`src/rtl/ex_operand_stage.sv`:
```
// ex_operand_stage: ID/EX pipeline register with forwarding operand select and load-use detect
// Ports: clk/rst_n (sync active-low); id_* decoded fields from ID; stall/flush pipeline control;
//   exm_*/mwb_* writeback sources for forwarding; alu_a/alu_b/alu_op to the ALU;
//   ex_valid/ex_rd/ex_reg_write/ex_rt_data registered EX state; load_use to the ID stall controller.
// Build option: define EX_FWD_EN to enable forwarding muxes and stall-time operand refresh.
module ex_operand_stage #(
  parameter int DW = 32,
  parameter int RW = 5
) (
  input  logic          clk,
  input  logic          rst_n,
  input  logic          id_valid,
  input  logic [RW-1:0] id_rs,
  input  logic [RW-1:0] id_rt,
  input  logic [DW-1:0] id_rs_data,
  input  logic [DW-1:0] id_rt_data,
  input  logic [DW-1:0] id_imm,
  input  logic          id_alu_src_imm,
  input  logic [3:0]    id_alu_op,
  input  logic [RW-1:0] id_rd,
  input  logic          id_reg_write,
  input  logic          id_mem_read,
  input  logic          stall,
  input  logic          flush,
  input  logic          exm_reg_write,
  input  logic [RW-1:0] exm_rd,
  input  logic [DW-1:0] exm_data,
  input  logic          mwb_reg_write,
  input  logic [RW-1:0] mwb_rd,
  input  logic [DW-1:0] mwb_data,
  output logic [DW-1:0] alu_a,
  output logic [DW-1:0] alu_b,
  output logic [3:0]    alu_op,
  output logic          ex_valid,
  output logic [RW-1:0] ex_rd,
  output logic          ex_reg_write,
  output logic [DW-1:0] ex_rt_data,
  output logic          load_use
);
  logic          valid_r, src_imm_r, we_r, mr_r;
  logic [RW-1:0] rs_r, rt_r, rd_r;
  logic [DW-1:0] rs_data_r, rt_data_r, imm_r;
  logic [3:0]    op_r;
  logic [DW-1:0] rs_val, rt_val;
`ifdef EX_FWD_EN
  // EX/MEM is the younger producer, so it wins; register 0 never forwards
  always_comb begin
    rs_val = (exm_reg_write && exm_rd != '0 && exm_rd == rs_r) ? exm_data :
             (mwb_reg_write && mwb_rd != '0 && mwb_rd == rs_r) ? mwb_data : rs_data_r;
    rt_val = (exm_reg_write && exm_rd != '0 && exm_rd == rt_r) ? exm_data :
             (mwb_reg_write && mwb_rd != '0 && mwb_rd == rt_r) ? mwb_data : rt_data_r;
  end
`else
  logic unused;
  assign unused = ^{exm_reg_write, exm_rd, exm_data, mwb_reg_write, mwb_rd, mwb_data, rs_r, rt_r};
  assign rs_val = rs_data_r;
  assign rt_val = rt_data_r;
`endif
  always_ff @(posedge clk) begin
    if (!rst_n) begin
      valid_r   <= 1'b0;
      src_imm_r <= 1'b0;
      we_r      <= 1'b0;
      mr_r      <= 1'b0;
      rs_r      <= '0;
      rt_r      <= '0;
      rd_r      <= '0;
      rs_data_r <= '0;
      rt_data_r <= '0;
      imm_r     <= '0;
      op_r      <= '0;
    end else if (flush) begin
      valid_r <= 1'b0;
      we_r    <= 1'b0;
      mr_r    <= 1'b0;
      op_r    <= '0;
    end else if (stall) begin
`ifdef EX_FWD_EN
      // capture a producer that may retire while we are held
      rs_data_r <= rs_val;
      rt_data_r <= rt_val;
`endif
    end else begin
      valid_r   <= id_valid;
      src_imm_r <= id_alu_src_imm;
      we_r      <= id_reg_write;
      mr_r      <= id_mem_read;
      rs_r      <= id_rs;
      rt_r      <= id_rt;
      rd_r      <= id_rd;
      rs_data_r <= id_rs_data;
      rt_data_r <= id_rt_data;
      imm_r     <= id_imm;
      op_r      <= id_alu_op;
    end
  end
  assign alu_a        = rs_val;
  assign alu_b        = src_imm_r ? imm_r : rt_val;
  assign ex_rt_data   = rt_val;
  assign alu_op       = op_r;
  assign ex_valid     = valid_r;
  assign ex_rd        = rd_r;
  assign ex_reg_write = we_r & valid_r;
  assign load_use     = valid_r & mr_r & (rd_r != '0) & (rd_r == id_rs | rd_r == id_rt) & id_valid;
endmodule

```
`config.mk`:
```
export PLATFORM = sky130hd
export DESIGN_NAME = ex_operand_stage
export DESIGN_NICKNAME = d
export VERILOG_FILES = /design/src/rtl/ex_operand_stage.sv
export SDC_FILE = /design/constraint.sdc
export NUM_CORES = 1
export LEC_CHECK = 0
export CORE_MARGIN = 5
export CORE_UTILIZATION = 36
export DETAILED_ROUTE_END_ITERATION = 10
export GPL_TIMING_DRIVEN = 0
export PLACE_DENSITY = 0.81
export SLEW_MARGIN = 30
export SYNTH_ARGS = -nofsm -noshare
export SYNTH_HDL_FRONTEND = slang
export SYNTH_SLANG_ARGS = --single-unit
export TNS_END_PERCENT = 10
```
`constraint.sdc`:
```
create_clock -name clk -period 1.8 [get_ports clk]
set_input_delay 0.27 -clock clk [delete_from_list [all_inputs] [get_ports clk]]
set_output_delay 0.27 -clock clk [all_outputs]
set_load 0.02 [all_outputs]
```
Word level (Yosys, flattened, before mapping)

Index checks and enable logic that the tools add are counted.

Reduce and logical (&&, ||, !) cells: 3
Equality and inequality tests: 2
Muxes and demuxes: 1
Bitwise logic cells: 9
$add $sub $neg: 0
Divide/modulo/power cells: 0
Order comparisons: 0
Multipliers: 0
Shifts and indexed selects: 0

Operator list:

| operator            | number |
|---|---|
| 32-bit 2-to-1 mux   | 1 |
| 5-bit == test       | 2 |
| 1-bit bitwise AND   | 5 |
| 5-bit nonzero test  | 1 |
| 1-bit inverter      | 3 |
| 2-bit AND reduction | 1 |
| 2-bit OR reduction  | 1 |
| 1-bit bitwise OR    | 1 |

Memory bits (writable): 0
Register bits: 109
Latch bits: 0
Memories kept: 0
Memory bits (read-only): 0

Longest topological paths before layout

Gate-level depths: netlist of run 1.

Depth in word-level cells: 4
Gate-level depth with buffers: 6

Worst setup path before layout of run 1

OpenSTA, ideal clock, no wires.

Path type: register to output
From: reg rd_r[0], in the netlist ex_rd[0]
To: out load_use
Arrival: 1.226 ns
Buffers on the path: 0
Cell stages (with the launch flop): 4
Path slack: 0.304 ns
Cells stage by stage: dfxtp_1 or4_1 o2111ai_1 a21oi_1

Longest elaborated chain between the ends: 4
Elaborated cells between the ends (all ways): 7
Those cells by class: 2 x eq/ne; 4 x bitwise; 1 x reduce/logical

RTL lines:

| what                                                  | line | source |
|---|---|---|
| start: declaration                                    | 41   | `logic [RW-1:0] rs_r, rt_r, rd_r;` |
| start signal: assignment                              | 90   | `rd_r <= id_rd;` |
| 5-bit == test or 5-bit nonzero test (tied branches)   | 104  | `assign load_use = valid_r & mr_r & (rd_r != '0) & (rd_r == id_rs \| rd_r == id_rt) & id_valid;` |
| 1-bit bitwise OR or 1-bit bitwise AND (tied branches) | 104  |  |
| 1-bit bitwise AND * (2 in a row)                      | 104  |  |
| end: declaration                                      | 38   | `output logic load_use` |

Mark *: on every way between the ends. The rest lies on a longest branch, timed or not.

Worst setup path in the final report of run 1

Ends and elaborated chain as after synthesis.

==> flow_summary.ini, run 1 <==
[clocking]
cts_tree = done
clock_latency_ns = 0.34
clockRootBuffer = clkbuf_16
path_clk_slew_ns = 0.07
numCtsBuffers = 9
cts_buffer_depth = 2
h-tree-depth = 3
clock_sinks = 109
ctsHoldBuffers = 0

[route]
ant_nets = 0
wl_per_cell_um = 15.5
drcViolationCount = 0
viasPerCell = 4.70
num_vias = 4406
dr.pass1.iters = 4
wirelength_um = 14500
first_iter_violations = 168

[layout]
diodes = 0
area_delta_synth_final_pct = 60.1
final_design_area_no_fill_um2 = 7310
fillCellCount = 1152
drive_above_1_share = 0.148
fin_nets = 959
final_cells = 937
post-route-util = 0.584

[synth]
synth_edf_count = 0
ys_seq_area_frac = 0.478
syn-mean-instance-area_um2 = 8.78
synthCells = 520
synthDistinctLibCells = 22
synth-async-reset-ratio = 0
netlist_top_cells_count = nand2_1 (204), dfxtp_1 (109), a21boi_1 (80), mux2_2 (32), a21boi_0 (22)
yosysTopAreaCellShare = 0.478
ys_seq_elements = 109
post_synth_main_area_contributors = dfxtp_1 (48%), nand2_1 (17%), a21boi_1 (13%)
postSynthNetCount = 719
yosysMostFrequentCell = nand2_1
yosys_warnings = 0
netlist_area_um2 = 4570
yosys.area.top_type = dfxtp_1
synth_ff_type = dfxtp_1

[setup_path]
cp-end-kind = output pin
worstPathRequired_ns = 1.53
slowest_stage = or4_4
worstSetupPathType = flop to output pin
crit_chain = or4_4 > o2111ai_2 > a21oi_1 > buf_2
critical_path.top_delay_family = simple AND/OR/NAND/NOR gates
max_stage_delay_ns = 0.54
path_buf_inv = 1
cp-start-kind = flop
critPathMaxFanout = 5
cp_data_arrival_time_ns = 1.64

[floorplan]
die_y_um = 123
die_width_um = 123
die-area_um2 = 15000
start_util = 0.365
rows = 41
design.core.area_um2 = 12500
io_pins = 307

[placement]
io_buffers = 228
place.gp.congestion = 0.790
hpwl_um = 11400
dp_slack_ns = -0.409
placed_cells = 920
place_area_um2 = 7060

[grt]
met1_usage = 0.214
grt_pass1_vias = 4611
grt_use_total = 0.190
grt_first_pass_wirelength_um = 22600
globalRouteMet3Util = 0.0645
use_met2 = 0.332
antenna_found_initial = 0
grt_max_degree = 17
overflow = 0
top_usage_layer = met2

[timing]
rsz0062_at_grt = true
maxSlewViolCount = 0
worstMarginPinSlew_ns = 0.608
setup_viol = 1
hold_viol = 0
max_freq_mhz = 523
setup_slack_ns = -0.111
slew_headroom = 0.595
min_period_ns = 1.91
post-route-period-util = 1.06
clock_skew_ns = 0

[min_path]
min_path_type = input pin to flop

[job]
cap_violations = 0

[pwr]
p_total_mw = 5.67
powerDensity_nw_per_um2 = 775
ir_drop_mv = 0.505
p_leak_nw = 2.86

[outcome]
violations = negative setup slack
status = finished with violations
==> tightest hold or removal path: cells and delay by family <==
family / cells / cell delay, ns
simple gates: 1 / 0.08
mux: 1 / 0.09
buf+inv: 1 / 0.13
==> kinds of logic after synthesis <==
family | count (synthesis) | share of synthesized area
simple gates | 220 | 0.185
xor+xnor | 10 | 0.0192
mux | 39 | 0.0942
compound gates | 104 | 0.171
flops | 109 | 0.478
buf+inv | 38 | 0.0526
==> sequential cells by signal, summed over array words and instances (netlist names) <==
| signal | cells |
|---|---|
| src_imm_r | 1 |
| we_r | 1 |
| ex_rt_data | 32 |
| ex_rd | 5 |
| ex_valid | 1 |
| mr_r | 1 |
| alu_a | 32 |
| imm_r | 32 |
| alu_op | 4 |
==> through the flow <==
step / TNS [ns] / hold WS, ns
after floorplan: 0 / 0.405
after global placement: -9.71 / 0.438
after detailed placement: -10.12 / 0.445
after CTS: -2.25 / 0.250
after global routing: -0.272 / 0.267
final: -0.111 / 0.259
==> cell type report <==
| type | instances | area (um2) | share of cell area |
|---|---|---|---|
| Clock inverter | 3 | 42.5 | 0.00582 |
| Tap cell | 172 | 215 | 0.0294 |
| Timing Repair Buffer | 230 | 2170 | 0.297 |
| Buffer | 37 | 272 | 0.0371 |
| Multi-Input combinational cell | 373 | 2150 | 0.295 |
| Sequential cell | 109 | 2190 | 0.299 |
| Clock buffer | 13 | 270 | 0.0370 |
==> where the power goes <==
part	switching, mW	total [mW]	internal [mW]
registers	0.0750	2.60	2.52
clock network	0.849	2.04	1.19
logic	0.454	1.03	0.574
==> metal layers <==
| layer | routed length (um) | up-vias |
|---|---|---|
| li1 | - | 2171 |
| met1 | 5820 | 2059 |
| met2 | 7120 | 153 |
| met3 | 1290 | 23 |
| met4 | 288 | 0 |
| met5 | 0 | - |
==> cell usage in the layout, fill, tap and decap left out, types with 2 or more instances in the layout <==
cell             Yosys  routed
xnor2_1              4       4
clkdlybuf4s50_1      0     195
clkbuf_2             0      20
a21boi_1            80      80
nand2_1            204     204
buf_4                1       2
nor3_1               2       2
buf_8                0       2
clkbuf_8             0       3
dfxtp_2              0       2
a21boi_0            22      22
xor2_1               6       6
mux2i_1              7       7
buf_6               10      15
clkbuf_1            12      12
dlygate4sd2_1        0       2
nor2_1               7       7
nand3_1              2       2
dfxtp_1            109     106
mux2_2              32      32
clkbuf_16            0       9
buf_2               15      19
==> path summary, 6_finish.rpt <==
check | depth (start not counted) | slack (ns) | to | startpoint
max | 4 | -0.11 | load_use | ex_rd[0]
min | 3 | 0.26 | alu_op[1] | stall
max reg2reg | 4 | 0.87 | src_imm_r | src_imm_r
min reg2reg | 2 | 0.45 | imm_r[29] | imm_r[29]
==> timing repair <==
action / in CTS / in global routing
cloned: 0 / 0
gates resized for setup: 76 / 55
setup endpoints to repair: 33 / 22
setup buffers: 0 / 2
No activity file was read; power rests on OpenSTA's default activity.
==> run 2: changes to the inputs <==
Settings changed: CAP_MARGIN set to 20.
==> results of run 2 <==
Final layout, timing and power as in run 1 (identical DEF).
==> run 3: changes to the inputs <==
Settings changed: CORE_MARGIN 5 to 3, GPL_TIMING_DRIVEN 0 to not set.
==> flow_summary.ini, run 3 (synthesized netlist as in run 1, its figures left out) <==
[timing]
worstMarginPinSlew_ns = 0.441
max_freq_mhz = 536
clock_skew_ns = 0
post-route-period-util = 1.04
maxSlewViolCount = 0
setup_slack_ns = -0.0659
min_period_ns = 1.87
slew_headroom = 0.706
rsz0062_at_grt = true
hold_viol = 0
setup_viol = 1

[pwr]
p_sw_mw = 1.35
seqPwrFrac = 0.480
pwr-share-comb = 0.190
p_clk_frac = 0.330
internal-power_mw = 4.03
powerDensity_nw_per_um2 = 745
ir_drop_mv = 0.419
p_leak_nw = 2.80
switching_share = 0.251
p_total_mw = 5.38

[grt]
overflow = 0
grt_first_pass_wirelength_um = 21400
antenna_found_initial = 0
grt_use_total = 0.186
grt_pass1_vias = 4360
grt_max_degree = 55

[layout]
post-route-util = 0.591
final_cells = 913
drive_above_1_share = 0.138
final_common_cell = nand2_1
area_delta_synth_final_pct = 58.1
diodes = 0
fin_nets = 939
final_cell_mix = nand2_1 (204), clkdlybuf4s50_1 (194), dfxtp_1 (105)

[floorplan]
io_pins = 307
start_util = 0.374
die-area_um2 = 14100
die_width_um = 119
die_y_um = 119
rows = 40
design.core.area_um2 = 12200

[route]
dr_wl_met2_um = 6600
wl_per_cell_um = 14.6
wl_met3_um = 1070
routed.top_layer = met4
ant_nets = 0
num_vias = 4288
dr.pass1.iters = 6
drcViolationCount = 0
viasPerCell = 4.70
first_iter_violations = 251
wirelength_um = 13400
drt-met1-wl_um = 5390

[clocking]
path_clk_slew_ns = 0.07
clock_sinks = 109
cts_tree = done
clockRootBuffer = clkbuf_16
numCtsBuffers = 9
cts_buffer_depth = 2
ctsHoldBuffers = 0
clock_latency_ns = 0.34
h-tree-depth = 3

[setup_path]
cp_data_arrival_time_ns = 1.60
worstPathRequired_ns = 1.53
cp-end-kind = output pin
rrSetupSlack_ns = 0.98
cp-start-kind = flop
worstSetupPathType = flop to output pin
critPathMaxFanout = 2

[outcome]
violations = negative setup slack
status = finished with violations

[placement]
io_buffers = 230
placed_cells = 896
place.gp.congestion = 0.820
hpwl_um = 9740

[min_path]
min_path_type = input pin to flop

[job]
cap_violations = 0
run 3: cell types whose count changed in the layout (fill, tap and decap cells not counted), sizes merged:
cell,change
clkdlybuf4s15,+8
bufinv,-1
clkinvlp,-1
clkinv,+1
clkbuf,-25
buf,-1
dlygate4sd2,-1
clkdlybuf4s50,-1
dlymetal6s2s,+1
run 3: stage by stage:
stage          setup TNS (ns)  area, um2  hold WS (ns)  worst slack [ns]
2_1_floorplan               0       4570         0.405             0.304
3_3_place_gp           -0.340       7050         0.438            -0.340
3_5_place_dp           -0.370       7050         0.445            -0.370
4_1_cts                -0.107       7340         0.394            -0.107
5_1_grt                -0.123       7220         0.418            -0.123
6_report              -0.0659       7220         0.401           -0.0659
run 3: routing by layer:
metal / vias to the layer above / GRT usage
li1: 2125 / -
met1: 1968 / 0.210
met5: - / 0
met2: 173 / 0.324
met4: 0 / 0.0760
met3: 22 / 0.0579
run 3: power groups by stage:
| stage | Sequential [mW] | Combinational [mW] | Clock [mW] |
|---|---|---|---|
| after global routing | 2.60 | 1.09 | 1.93 |
| final | 2.59 | 1.02 | 1.78 |
| after global placement | 2.63 | 1.03 | 0 |
| after floorplan | 2.72 | 0.384 | 0 |
| after CTS | 2.59 | 1.05 | 1.85 |
| after detailed placement | 2.64 | 1.05 | 0 |
run 3: what timing repair did:
| action | CTS | global route |
|---|---|---|
| buffers inserted | 1 | 0 |
| pin swaps | 2 | 3 |
| resized for setup | 104 | 26 |
| hold endpoints to repair | 0 | 0 |
| endpoints found under the setup margin | 34 | 24 |
run 3: path summary, 6_finish.rpt:
path / start / to / cells after the start
hold / removal: rst_n / ex_rd[1] / 2
hold reg to reg: imm_r[19] / imm_r[19] / 2
setup reg to reg: ex_rd[4] / ex_rd[4] / 3
setup / recovery: ex_rd[1] / load_use / 4
run 3: layout make-up:
cell class	count	area, um2
well taps	168	210
multi-input cells	373	2160
repair buffers	247	2400
flip-flops and latches	109	2190
fillers	1076	4990
clock inverters	2	10.0
clock buffers	14	244
run 3: critical path, cell delays in order, from the launching register on:
cell,delay [ns]
dfxtp_2,0.32
or4_4,0.53
o2111ai_2,0.19
a21oi_1,0.06
buf_4,0.16
